File: src/rtl/dmem_pkg.sv
// Shared types and default widths for the data-memory arbiter.
// Holds the FSM state enum, grant-owner enum and width defaults.
package dmem_pkg;

  localparam int AW_DEF = 8;
  localparam int DW_DEF = 8;
  localparam int LW_DEF = 4;

  typedef enum logic [1:0] {
    IDLE,
    BURST,
    DONE
  } state_t;

  typedef enum logic {
    CORE,
    HOST
  } owner_t;

endpackage

File: src/rtl/dmem_burst_ctr.sv
// Host burst engine: latches base/len/we on load, counts beats.
// Ports: load/step controls, latched addr (wrapping), we, last flag.
module dmem_burst_ctr #(
  parameter int AW = 8,
  parameter int LW = 4
) (
  input  logic          clk,
  input  logic          reset,
  input  logic          load,
  input  logic          step,
  input  logic [AW-1:0] base_in,
  input  logic [LW-1:0] len_in,
  input  logic          we_in,
  output logic [AW-1:0] addr,
  output logic          we,
  output logic          last
);

  logic [AW-1:0] base_q;
  logic [LW-1:0] len_q;
  logic [LW-1:0] cnt_q;
  logic          we_q;

  always_ff @(posedge clk or negedge reset) begin
    if (!reset) begin
      base_q <= '0;
      len_q  <= '0;
      cnt_q  <= '0;
      we_q   <= 1'b0;
    end else if (load) begin
      base_q <= base_in;
      len_q  <= len_in;
      cnt_q  <= '0;
      we_q   <= we_in;
    end else if (step) begin
      cnt_q  <= cnt_q + 1'b1;
    end
  end

  // Sum is AW bits wide so the address wraps past the top.
  assign addr = base_q + AW'(cnt_q);
  assign we   = we_q;
  assign last = (cnt_q == len_q);

endmodule

File: src/rtl/dmem_arbiter.sv
// Round-robin arbiter sharing dat_mem between core and host bursts.
// Ports: core req/stall, host burst req/beat/done, dat_mem bus.
module dmem_arbiter
  import dmem_pkg::*;
#(
  parameter int AW = AW_DEF,
  parameter int DW = DW_DEF,
  parameter int LW = LW_DEF
) (
  input  logic          clk,
  input  logic          reset,
  input  logic          core_req,
  input  logic          core_we,
  input  logic [AW-1:0] core_addr,
  input  logic [DW-1:0] core_wdat,
  output logic [DW-1:0] core_rdat,
  output logic          core_stall,
  input  logic          host_req,
  input  logic          host_we,
  input  logic [AW-1:0] host_addr,
  input  logic [LW-1:0] host_len,
  input  logic [DW-1:0] host_wdat,
  output logic          host_beat,
  output logic [DW-1:0] host_rdat,
  output logic          host_done,
  output logic [AW-1:0] mem_addr,
  output logic          mem_we,
  output logic [DW-1:0] mem_wdat,
  input  logic [DW-1:0] mem_rdat
);

  state_t state_q, state_d;
  owner_t last_q, last_d;

  logic          load;
  logic          step;
  logic [AW-1:0] bc_addr;
  logic          bc_we;
  logic          bc_last;
  logic          core_win;
  logic          host_win;
  logic          we_c;
  logic          beat_c;
  logic          done_c;

  dmem_burst_ctr #(
    .AW (AW),
    .LW (LW)
  ) u_ctr (
    .clk     (clk),
    .reset   (reset),
    .load    (load),
    .step    (step),
    .base_in (host_addr),
    .len_in  (host_len),
    .we_in   (host_we),
    .addr    (bc_addr),
    .we      (bc_we),
    .last    (bc_last)
  );

  always_ff @(posedge clk or negedge reset) begin
    if (!reset) begin
      state_q <= IDLE;
      last_q  <= HOST;
    end else begin
      state_q <= state_d;
      last_q  <= last_d;
    end
  end

  assign core_win = core_req && !(host_req && last_q == CORE);
  assign host_win = host_req && (!core_req || last_q == CORE);

  always_comb begin
    state_d    = state_q;
    last_d     = last_q;
    load       = 1'b0;
    step       = 1'b0;
    mem_addr   = '0;
    mem_wdat   = '0;
    we_c       = 1'b0;
    beat_c     = 1'b0;
    done_c     = 1'b0;
    core_stall = core_req;
    unique case (state_q)
      IDLE: begin
        if (core_win) begin
          mem_addr   = core_addr;
          mem_wdat   = core_wdat;
          we_c       = core_we;
          core_stall = 1'b0;
          last_d     = CORE;
        end else if (host_win) begin
          load    = 1'b1;
          last_d  = HOST;
          state_d = BURST;
        end
      end
      BURST: begin
        mem_addr = bc_addr;
        mem_wdat = host_wdat;
        we_c     = bc_we;
        beat_c   = 1'b1;
        if (bc_last) state_d = DONE;
        else         step    = 1'b1;
      end
      DONE: begin
        done_c  = 1'b1;
        state_d = IDLE;
      end
      default: state_d = IDLE;
    endcase
  end

  // Gate strobes so nothing reaches memory while reset is held.
  assign mem_we    = we_c & reset;
  assign host_beat = beat_c & reset;
  assign host_done = done_c & reset;
  assign core_rdat = mem_rdat;
  assign host_rdat = mem_rdat;

endmodule

File: config.mk
export PLATFORM = sky130hd
export DESIGN_NAME = dmem_arbiter
export DESIGN_NICKNAME = d
export VERILOG_FILES = /design/src/rtl/dmem_pkg.sv /design/src/rtl/dmem_burst_ctr.sv /design/src/rtl/dmem_arbiter.sv
export SDC_FILE = /design/constraint.sdc
export NUM_CORES = 1
export LEC_CHECK = 0
export BUFFER_PORTS_ARGS = -buffer_cell sky130_fd_sc_hd__buf_2
export CORE_ASPECT_RATIO = 1.2
export CORE_MARGIN = 2
export CORE_UTILIZATION = 30
export CTS_BUF_LIST = sky130_fd_sc_hd__clkbuf_8
export DETAILED_ROUTE_END_ITERATION = 8
export SYNTH_ARGS = -nofsm -noshare
export SYNTH_HDL_FRONTEND = slang
export SYNTH_SLANG_ARGS = --single-unit
File: constraint.sdc
create_clock -name clk -period 3.37 [get_ports clk]
set_clock_uncertainty 0.15 [all_clocks]
set_input_delay 0 -clock clk [delete_from_list [all_inputs] [get_ports clk]]
set_output_delay 0 -clock clk [all_outputs]
set_load 0.01 [all_outputs]
# Yosys cells after proc, flatten, opt, wreduce, memory -nomap -nowiden
# Cells that the tools add are included.
[word_totals]
regBits = 20
input_bits = 50
[op_classes]
addsub = 2
eq_ne = 6
mux = 23
n_bitwise = 4
reduce_logical = 11
[ops]
columns = ["op", "count"]
rows = [
  ["$pmux W8 S2", 2],
  ["$mux W8", 2],
  ["$mux W1", 12],
  ["$add A8 B4 Y8", 1],
  ["$mux W4", 2],
  ["$mux W2", 3],
  ["$ne A2 B2 Y1 const B", 3],
  ["$add A4 B1 Y4 const B", 1],
  ["$eq A4 B4 Y1", 1],
  ["$pmux W2 S2", 1],
  ["$reduce_bool A2 Y1", 2],
  ["$and A1 B1 Y1", 3],
  ["$logic_and A1 B1 Y1", 3],
  ["$reduce_and A3 Y1", 1],
  ["$eq A2 B1 Y1 const B", 1],
  ["$eq A2 B2 Y1 const B", 1],
  ["$logic_not A1 Y1", 2],
  ["$logic_not A2 Y1", 1],
  ["$pmux W1 S2", 1],
  ["$reduce_and A2 Y1", 1],
  ["$logic_or A1 B1 Y1", 1],
  ["$not A1 Y1", 1],
]

# Depth between registers and ports, before layout
[logic_depth]
depth_word = 7
ltp_mapped = 6

# By module
# A second synthesis with hierarchy kept.
[unflattened]
hier_cells = 132
area_unflattened_um2 = 1420.1
[modules_own_cells]
columns = ["mod", "instances", "cells_per_inst", "area_per_inst_um2", "seq_area_each_um2"]
rows = [
  ["dmem_burst_ctr", 1, 77, 922.1, 425.4],
  ["dmem_arbiter", 1, 55, 498.0, 76.3],
]

# Worst setup path before layout
# OpenSTA, ideal clock, no wires.
[synth_timing]
path_type = "register to output"
start = "register u_ctr.cnt_q[0]"
end = "output mem_addr[6]"
t_arrival_ps = 1681
required_ps = 3220
setup_slack_ps = 1539
stages_incl_launch_ff = 7
path_buffers = 0
cell_sequence = "dfrtp_1 -> ha_1 -> fa_1 -> a21oi_1 -> o21ai_0 -> xnor2_1 -> o21ai_1"
[synth_between]
elab_chain_cells = 2
[synth_rtl]
columns = ["element", "line_no", "rtl"]
rows = [
  ["start: declaration", "dmem_burst_ctr.sv:21", "logic [LW-1:0] cnt_q;"],
  ["start signal: assignment", "dmem_burst_ctr.sv:36", "cnt_q <= cnt_q + 1'b1;"],
  ["$add A8 B4 Y8", "dmem_burst_ctr.sv:41", "assign addr = base_q + AW'(cnt_q);"],
  ["$pmux W8 S2", "dmem_arbiter.sv:86", "unique case (state_q)"],
  ["end: declaration", "dmem_arbiter.sv:26", "output logic [AW-1:0] mem_addr,"],
]
# Every way passes these cells.

# Final worst setup path
[layout_timing]
start = "register u_ctr.cnt_q[0]"
end = "output mem_addr[4]"
# The elaborated chain is that of the path after synthesis.

==> qor.yml <==
status: "finished clean"
synth_xor_area_share_pct: 4.17
async_reset_ff_share_pct: 100
drv_slew: 0
place_congestion: 0.752
min_period_ns: 2.30
drcViolationCount: 0
holdWs_ns: 0.0421
clk_path_buf_depth: 2
critPathLaunchType: "register"
hold_viol: 0
clock_latency_ns: 0.25
placeableCoreArea_um2: 4660
rows: 27
dieArea_um2: 5480
dr.first_iter.drc_count: 16
via_per_inst: 4.89
nNetsFinal: 266
hpwl_mm: 2.44
synth_nets: 200
yosys.cell_types.count: 39
arrival_ns: 2.15
cts_root_buffer: "clkbuf_8"
vdd_drop_max_uv: 433
area_delta_synth_final_pct: 32.2
rsz0062_at_grt: "false"
yosys-top-cells-area: "dfrtp_1 (32%), buf_4 (8.7%), mux2_2 (6.9%), a22o_1 (6.5%), ha_1 (4.3%)"
cap_viol_max_count: 0
postSynthCellCount: 144
synthFlopType: "dfrtp_1"
grt_max_degree: 24
num_antenna_cells: 0
pin_count: 86
synth-seq-area-share_pct: 34.1
p_leak_nw: 0.963
grt_usage_pct: 13.0
die_w_um: 67.9
first_global_vias: 1294
synth_edf_count: 0
hold_depth: 3
min_from: "host_req"
synth.most_common_cell: "dfrtp_1"
layout-drive-gt1-share_pct: 40.2
crit_path_start: "u_ctr.cnt_q[0]$_DFFE_PN0P_"
crit_fanout: 6
tns_ns: 0
crit_type: "register to output pin"
syn_area_um2: 1470
yosys.area.top_type: "dfrtp_1"
initial_utilization_pct: 31.6
num_vias: 1305
tritoncts: "built"
first_pass_iters: 4
cts.clk_slew.worst_paths_ns: 0.07
powerDensity_nw_per_um2: 905
synth_top_family_by_area: "simple AND/OR/NAND/NOR gates"
clock_sinks: 20
drt-total-wl_mm: 3.37
ys_seq_elements: 20
period_share_pct: 68.3
post_cts_resized: 0
wl_per_cell_um: 12.6
synth_top_area_share_pct: 32.3
hp-class: "primary input to register"
yosysWarnings: 0
synth_common_cells: "dfrtp_1 (19), buf_4 (17), nand2_1 (16)"
worstMarginPinSlew_ns: 0.750
grt_first_pass_wirelength_mm: 5.35
cp_data_required_time_ns: 3.22
fmax_mhz: 435
synth_area_per_cell_um2: 10.2
relSlewSlack_pct: 50.0
port-buffer-count: 61
grt_overflow_total: 0
synth_fa_ha_area_share_pct: 5.61
numCtsBuffers: 3
synth_simple_gate_area_share_pct: 16.0
reg2reg_from: "state_q[0]$_DFFE_PN0P_"
end_kind: "output pin"
die_y_um: 80.7
htree_levels: 1
antenna_found_initial: 0
antenna_left: 0
setup_viol: 0
synthMuxAreaShare_pct: 13.0
synth_compound_area_share_pct: 14.4
worstRegToRegCells: 4
critical path, cell delays in order, from the launching register on:
cell      delay (ns)
dfrtp_1         0.44
ha_1            0.26
fa_1            0.41
a21oi_1         0.21
o21bai_1        0.09
xor2_1          0.14
a22o_1          0.20
buf_2           0.13
timing repair:
action                                 CTS  global route
setup endpoints to repair                0             0
endpoints found under the hold margin   49             0
hold buffers                            22             0
buffers inserted                         0             0
metrics by stage:
step           util, %  setup WS, ns  instances  cell area, um2  total power, mW
6_report          41.7          1.07        267            1950             1.76
5_1_grt           41.7         0.886        267            1950             1.94
4_1_cts           41.7          1.06        267            1950             1.78
3_5_place_dp      36.0          1.35        241            1680             1.59
3_3_place_gp      36.0          1.37        241            1680             1.59
2_1_floorplan        -          1.54        144            1470             1.32
report_power, final:
part	internal [mW]	total, mW	switching (mW)
sequential	0.365	0.496	0.130
combinational	0.547	1.11	0.564
clock	0.0810	0.154	0.0731
layout by cell type, fill, tap and decap left out, types with 2 or more instances in the layout:
| cell | count |
|---|---|
| nand4_1 | 2 |
| mux2_4 | 4 |
| nand2_1 | 16 |
| ha_1 | 5 |
| nor2_1 | 3 |
| or4b_1 | 2 |
| clkbuf_8 | 3 |
| nor3_1 | 3 |
| o31ai_1 | 2 |
| nand3_1 | 5 |
| o21ai_0 | 2 |
| mux2i_1 | 3 |
| dlygate4sd3_1 | 22 |
| mux2_2 | 9 |
| a22o_1 | 11 |
| o21ai_1 | 3 |
| nor2b_1 | 3 |
| dfrtp_1 | 19 |
| inv_1 | 4 |
| buf_2 | 61 |
| and3_1 | 2 |
| xnor2_1 | 6 |
| nand2b_1 | 2 |
routing by layer:
| metal | routed length [um] | track usage (%) | share of wire, % | vias to the layer above |
|---|---|---|---|---|
| met1 | 1330 | 13.4 | 39 | 605 |
| met3 | 225 | 1.82 | 6.7 | 6 |
| li1 | - | - | - | 631 |
| met5 | 0 | 0 | 0 | - |
| met4 | 57 | 6.00 | 1.7 | 0 |
| met2 | 1760 | 25.0 | 52 | 63 |
worst paths after layout:
kind                                          endpoint  slack (ns)
setup / recovery                           mem_addr[4]        1.07
hold / removal                      last_q$_DFFE_PN1P_        0.04
max in group asynchronous           last_q$_DFFE_PN1P_        2.63
setup reg to reg            u_ctr.cnt_q[0]$_DFFE_PN0P_        1.57
min in group asynchronous  u_ctr.base_q[3]$_DFFE_PN0P_        0.09
hold reg to reg                     last_q$_DFFE_PN1P_        0.33
state kept, by name, summed over array words and instances (netlist names):
signal and cells:
u_ctr.base_q 8, u_ctr.cnt_q 4, u_ctr.len_q 4, state_q 2, last_q 1, u_ctr.we 1
cell families after synthesis:
group,count (synthesis)
xor+xnor,7
compound gates,26
fa+ha+maj,6
flops,20
mux,16
simple gates,43
buf+inv,26
final cells by class:
cell class	count	area, um2
multi-input combinational	98	782
fill	469	2720
timing repair buffer	84	533
clock buffer	3	41.3
inverter	3	11.3
sequential	20	502
clock inverter	1	3.75
tap	58	72.6
No activity file was read; power rests on OpenSTA's default activity.
